==> src/rtl/score_nibble_sched_pkg.sv <==
// Shared types and constants for the nibble-serial score sequencer.
package score_nibble_sched_pkg;

    typedef enum logic {
        StIdle,
        StRun
    } state_e;

    localparam logic REQ_ADD = 1'b0;
    localparam logic REQ_SUB = 1'b1;

    // Nibble index width; kept at least 1 bit so a single-nibble score still has an index.
    function automatic int unsigned nib_w(input int unsigned nib);
        return (nib > 1) ? $clog2(nib) : 1;
    endfunction

endpackage

==> src/rtl/score_nibble_sched_adder8.sv <==
// 4-bit ripple-carry adder (legacy name adder8), time-shared across score nibbles.
module adder8 (
    input  logic [3:0] a,
    input  logic [3:0] b,
    input  logic       cin,
    output logic [3:0] s,
    output logic       ovfl,
    output logic       cout
);

    logic [4:0] c;

    always_comb begin
        c    = '0;
        s    = '0;
        c[0] = cin;
        for (int i = 0; i < 4; i++) begin
            s[i]   = a[i] ^ b[i] ^ c[i];
            c[i+1] = (a[i] & b[i]) | (a[i] & c[i]) | (b[i] & c[i]);
        end
        cout = c[4];
        ovfl = c[4] ^ c[3];
    end

endmodule

==> src/rtl/score_nibble_sched.sv <==
// Two-requester score updater: add (req0) / subtract (req1) one nibble per cycle
// through a single shared 4-bit adder, with unsigned saturation on commit.
module score_nibble_sched
    import score_nibble_sched_pkg::*;
#(
    parameter int unsigned WIDTH = 16,
    parameter int unsigned OPW   = 8
) (
    input  logic             clk,
    input  logic             reset,
    input  logic             clr,
    input  logic             req0,
    input  logic [OPW-1:0]   val0,
    input  logic             req1,
    input  logic [OPW-1:0]   val1,
    output logic             ack0,
    output logic             ack1,
    output logic             busy,
    output logic [WIDTH-1:0] score,
    output logic             sat
);

    localparam int unsigned NIB   = WIDTH / 4;
    localparam int unsigned NIB_W = nib_w(NIB);
    localparam logic [NIB_W-1:0] LAST_NIB = NIB_W'(NIB - 1);

    state_e             state;
    logic [NIB_W-1:0]   nib_idx;
    logic               carry;
    logic               clr_pend;
    logic               last_grant;
    logic               sub;
    logic [WIDTH-1:0]   opnd;
    logic [WIDTH-1:0]   res;

    logic [NIB_W+1:0]   shamt;
    logic [3:0]         a_nib;
    logic [3:0]         b_nib;
    logic [3:0]         sum;
    logic               cout;
    logic               unused_ovfl;
    logic [WIDTH-1:0]   res_next;
    logic               elig0;
    logic               elig1;
    logic               gnt;

    always_comb begin
        shamt    = {nib_idx, 2'b00};
        a_nib    = 4'(score >> shamt);
        b_nib    = 4'(opnd >> shamt) ^ {4{sub}};
        res_next = res | (WIDTH'(sum) << shamt);
        // A request is masked on the edge its ack is still visible, so a held req is not re-granted.
        elig0    = req0 & ~ack0;
        elig1    = req1 & ~ack1;
        gnt      = (elig0 & elig1) ? ~last_grant : elig1;
    end

    adder8 u_adder (
        .a    (a_nib),
        .b    (b_nib),
        .cin  (carry),
        .s    (sum),
        .ovfl (unused_ovfl),
        .cout (cout)
    );

    always_ff @(posedge clk or posedge reset) begin
        if (reset) begin
            state      <= StIdle;
            nib_idx    <= '0;
            carry      <= 1'b0;
            clr_pend   <= 1'b0;
            last_grant <= 1'b1;
            sub        <= REQ_ADD;
            opnd       <= '0;
            res        <= '0;
            score      <= '0;
            sat        <= 1'b0;
            busy       <= 1'b0;
            ack0       <= 1'b0;
            ack1       <= 1'b0;
        end else begin
            ack0 <= 1'b0;
            ack1 <= 1'b0;
            case (state)
                StIdle: begin
                    if (clr || clr_pend) begin
                        score    <= '0;
                        sat      <= 1'b0;
                        clr_pend <= 1'b0;
                    end else if (elig0 || elig1) begin
                        opnd       <= WIDTH'(gnt ? val1 : val0);
                        sub        <= (gnt == REQ_SUB);
                        last_grant <= gnt;
                        carry      <= (gnt == REQ_SUB);
                        nib_idx    <= '0;
                        res        <= '0;
                        busy       <= 1'b1;
                        state      <= StRun;
                    end
                end
                StRun: begin
                    if (clr) begin
                        clr_pend <= 1'b1;
                    end
                    res     <= res_next;
                    carry   <= cout;
                    nib_idx <= nib_idx + 1'b1;
                    if (nib_idx == LAST_NIB) begin
                        // Add carry-out means overflow; subtract without carry-out means borrow.
                        if (!sub && cout) begin
                            score <= '1;
                            sat   <= 1'b1;
                        end else if (sub && !cout) begin
                            score <= '0;
                            sat   <= 1'b1;
                        end else begin
                            score <= res_next;
                        end
                        ack0    <= ~sub;
                        ack1    <= sub;
                        busy    <= 1'b0;
                        nib_idx <= '0;
                        state   <= StIdle;
                    end
                end
                default: state <= StIdle;
            endcase
        end
    end

endmodule

==> config.mk <==
export PLATFORM = sky130hd
export DESIGN_NAME = score_nibble_sched
export DESIGN_NICKNAME = d
export VERILOG_FILES = /design/src/rtl/score_nibble_sched_pkg.sv /design/src/rtl/score_nibble_sched_adder8.sv /design/src/rtl/score_nibble_sched.sv
export SDC_FILE = /design/constraint.sdc
export NUM_CORES = 1
export LEC_CHECK = 0
export ABC_AREA = 1
export CORE_MARGIN = 2
export CORE_UTILIZATION = 54
export DETAILED_ROUTE_END_ITERATION = 10
export HOLD_SLACK_MARGIN = 0.08
export PLACE_DENSITY = 0.8
export REMOVE_ABC_BUFFERS = 1
export SYNTH_ARGS = -nofsm -noshare
export SYNTH_HDL_FRONTEND = slang
export SYNTH_HIERARCHICAL = 1
export SYNTH_SLANG_ARGS = --single-unit
==> constraint.sdc <==
create_clock -name clk -period 3.9 [get_ports clk]
set_clock_uncertainty 0.1 [all_clocks]
set_input_delay 0.78 -clock clk [delete_from_list [all_inputs] [get_ports clk]]
set_output_delay 0.78 -clock clk [all_outputs]
set_load 0.05 [all_outputs]
==> results of run 1 <==
-- tightest hold or removal path, stage by stage (launching register included) --
cell and delay, ns:
dfstp_2 0.38, nand2_1 0.06, nand2_1 0.05
-- cell usage in the layout, fill, tap and decap left out, types with 2 or more instances in the layout --
master	count
nor2_1	12
o22ai_1	4
buf_4	3
xor2_1	4
clkbuf_8	5
inv_1	43
nand4_1	4
nand3b_1	8
nand2_1	112
nand3_1	32
fa_1	4
o21ai_0	36
dfrtp_1	50
nand2_2	2
inv_2	5
nor2_2	2
a21oi_1	9
clkdlybuf4s50_1	40
-- layout make-up --
cell class                 count  area share [%]
inverter                      49            5.75
tap                           67            2.58
clock inverter                 3            1.35
sequential                    51            39.4
timing repair buffer          43            13.0
clock buffer                   5            2.12
multi-input combinational    234            35.8
-- registers in the layout (all words and copies together) (netlist names) --
register    count
last_grant      1
clr_pend        1
nib_idx         2
ack0            1
state           1
busy            1
carry           1
ack1            1
score          16
sub             1
sat             1
res            16
opnd            8
-- per-stage QoR --
stage	hold slack, ns	cell area, µm²
after floorplan	0.349	2620
after global placement	0.364	3130
after detailed placement	0.371	3130
after CTS	0.390	3240
after global routing	0.409	3240
final	0.389	3240
-- per-layer routing --
layer  vias up  track usage (%)  share of wire (%)
met4         0             10.1                2.1
met2        81             37.3                 48
met1      1080             29.7                 45
met5         -                0                  0
li1       1168                -                  -
met3        12             4.69                5.3
-- path summary, 6_finish.rpt --
| path | start | endpoint | slack (ns) |
|---|---|---|---|
| worst max-delay path | nib_idx[0] | sat | 0.26 |
| worst min-delay path | last_grant | last_grant | 0.39 |
| worst max register to register | nib_idx[0] | sat | 0.26 |
| worst min register to register | last_grant | last_grant | 0.39 |
| max in group asynchronous | reset | res[13] | 2.13 |
| min in group asynchronous | reset | res[2] | 0.94 |
==> reports/metrics.cfg, run 1 <==
[status]
status = finished, final reports clean

[placed_design]
dp_slack_ns = 0.299
place_inst = 444
post-dp-hpwl_um = 4070
gp_congestion = 0.808
numPortBuffers = 40

[finish]
post_route_cells_drive_above_1_share_pct = 6.75
fin_nets = 410
fillCellCount = 418
regArea_um2 = 1280
final_core_util_pct = 67.8
multi_input_area_um2 = 1160
area_delta_synth_final_pct = 18.9
insertedDiodeCount = 0
final_cells = 452

[timing]
fin_crit_ns = 3.64
worst_pin_slew_ns = 1.04
final_hold_viol_count = 0
layout_setup_ws_ns = 0.257
fin_crit_sh_pct = 93.4
drv_slew = 0
max_freq_ghz = 0.274
setup_viol = 0
rsz0062_at_grt = no
relSlewSlack_pct = 30.8
fin_tns_setup_ns = 0

[logic_synthesis]
syn_area_um2 = 2730
avgSynthCellArea_um2 = 7.77
yosys_warnings = 6
syn_inst = 351

[job]
maxCapViolCount = 0

[clocking]
post_cts_buffers = 0
insertion_delay_ns = 0.31
numCtsBuffers = 5
cts.htree.levels = 2
cts.sinks = 51
clock_path_buffers = 2
hold_buffers = 0
cts_root_buf = clkbuf_8
clk_pin_slew_ns = 0.10
cts.repair.resized = 0
cts_tree = yes

[global_routing]
grt_pass1_vias = 2228
grt_pass1_wl_um = 9870
gr-total-overflow = 0
grt_max_degree = 52
antenna_found_initial = 0
grt_util_all_layers_pct = 22.9

[floorplan]
die_area_um2 = 5640
io_pins = 41
core_area_um2 = 4790
start_util_pct = 57.0
fp.dieW_um = 75.1
fp.dieH_um = 75.1
rows = 25

[worst_setup_path]
cpMaxStageDelayCell = dfrtp_1
cp.arrival_ns = 3.79
critPathMostFrequentCell = inv_1
cp_max_fo = 22
cpLargestDelayFamily = adder cells
cp_slowest_stage_delay_ns = 0.53
critPathRequiredTime_ns = 4.04
end_kind = flop
r2r_cells = 18
worstSetupPathType = flop to flop
crit_chain = inv_4 -> nand2_1 -> a21oi_1 -> xor2_1 -> inv_1 -> fa_1 -> inv_1 -> fa_1 -> fa_1 -> inv_1 -> fa_1 -> inv_2 -> inv_1 -> nor2_1 -> inv_1 -> nand2_1 -> nand2_1 -> a21oi_1
crit_buf_inv = 7
cp-start-kind = flop
critical_path_depth = 18

[hold_path]
hold_depth = 2
hold_class = flop to flop

[detailed_routing]
drt_iter0_markers = 147
vias = 2341
drtPass1Iterations = 4
totalWireLength_um = 5820
drcViolationCount = 0
detail-route-antenna-nets = 0
viasPerCell = 5.18
wl_per_cell_um = 12.9

Power of run 1 is not shown: default switching activity piles up to over one toggle a cycle in this logic, so the estimate is an artifact.
==> run 2: changes to the inputs <==
Settings changed: ABC_CLOCK_PERIOD_IN_PS set to 3900.
==> results of run 2 <==
Same layout as run 1: the final DEF is identical, and so are final timing and power.
Power of run 2 is left out for the same reason.
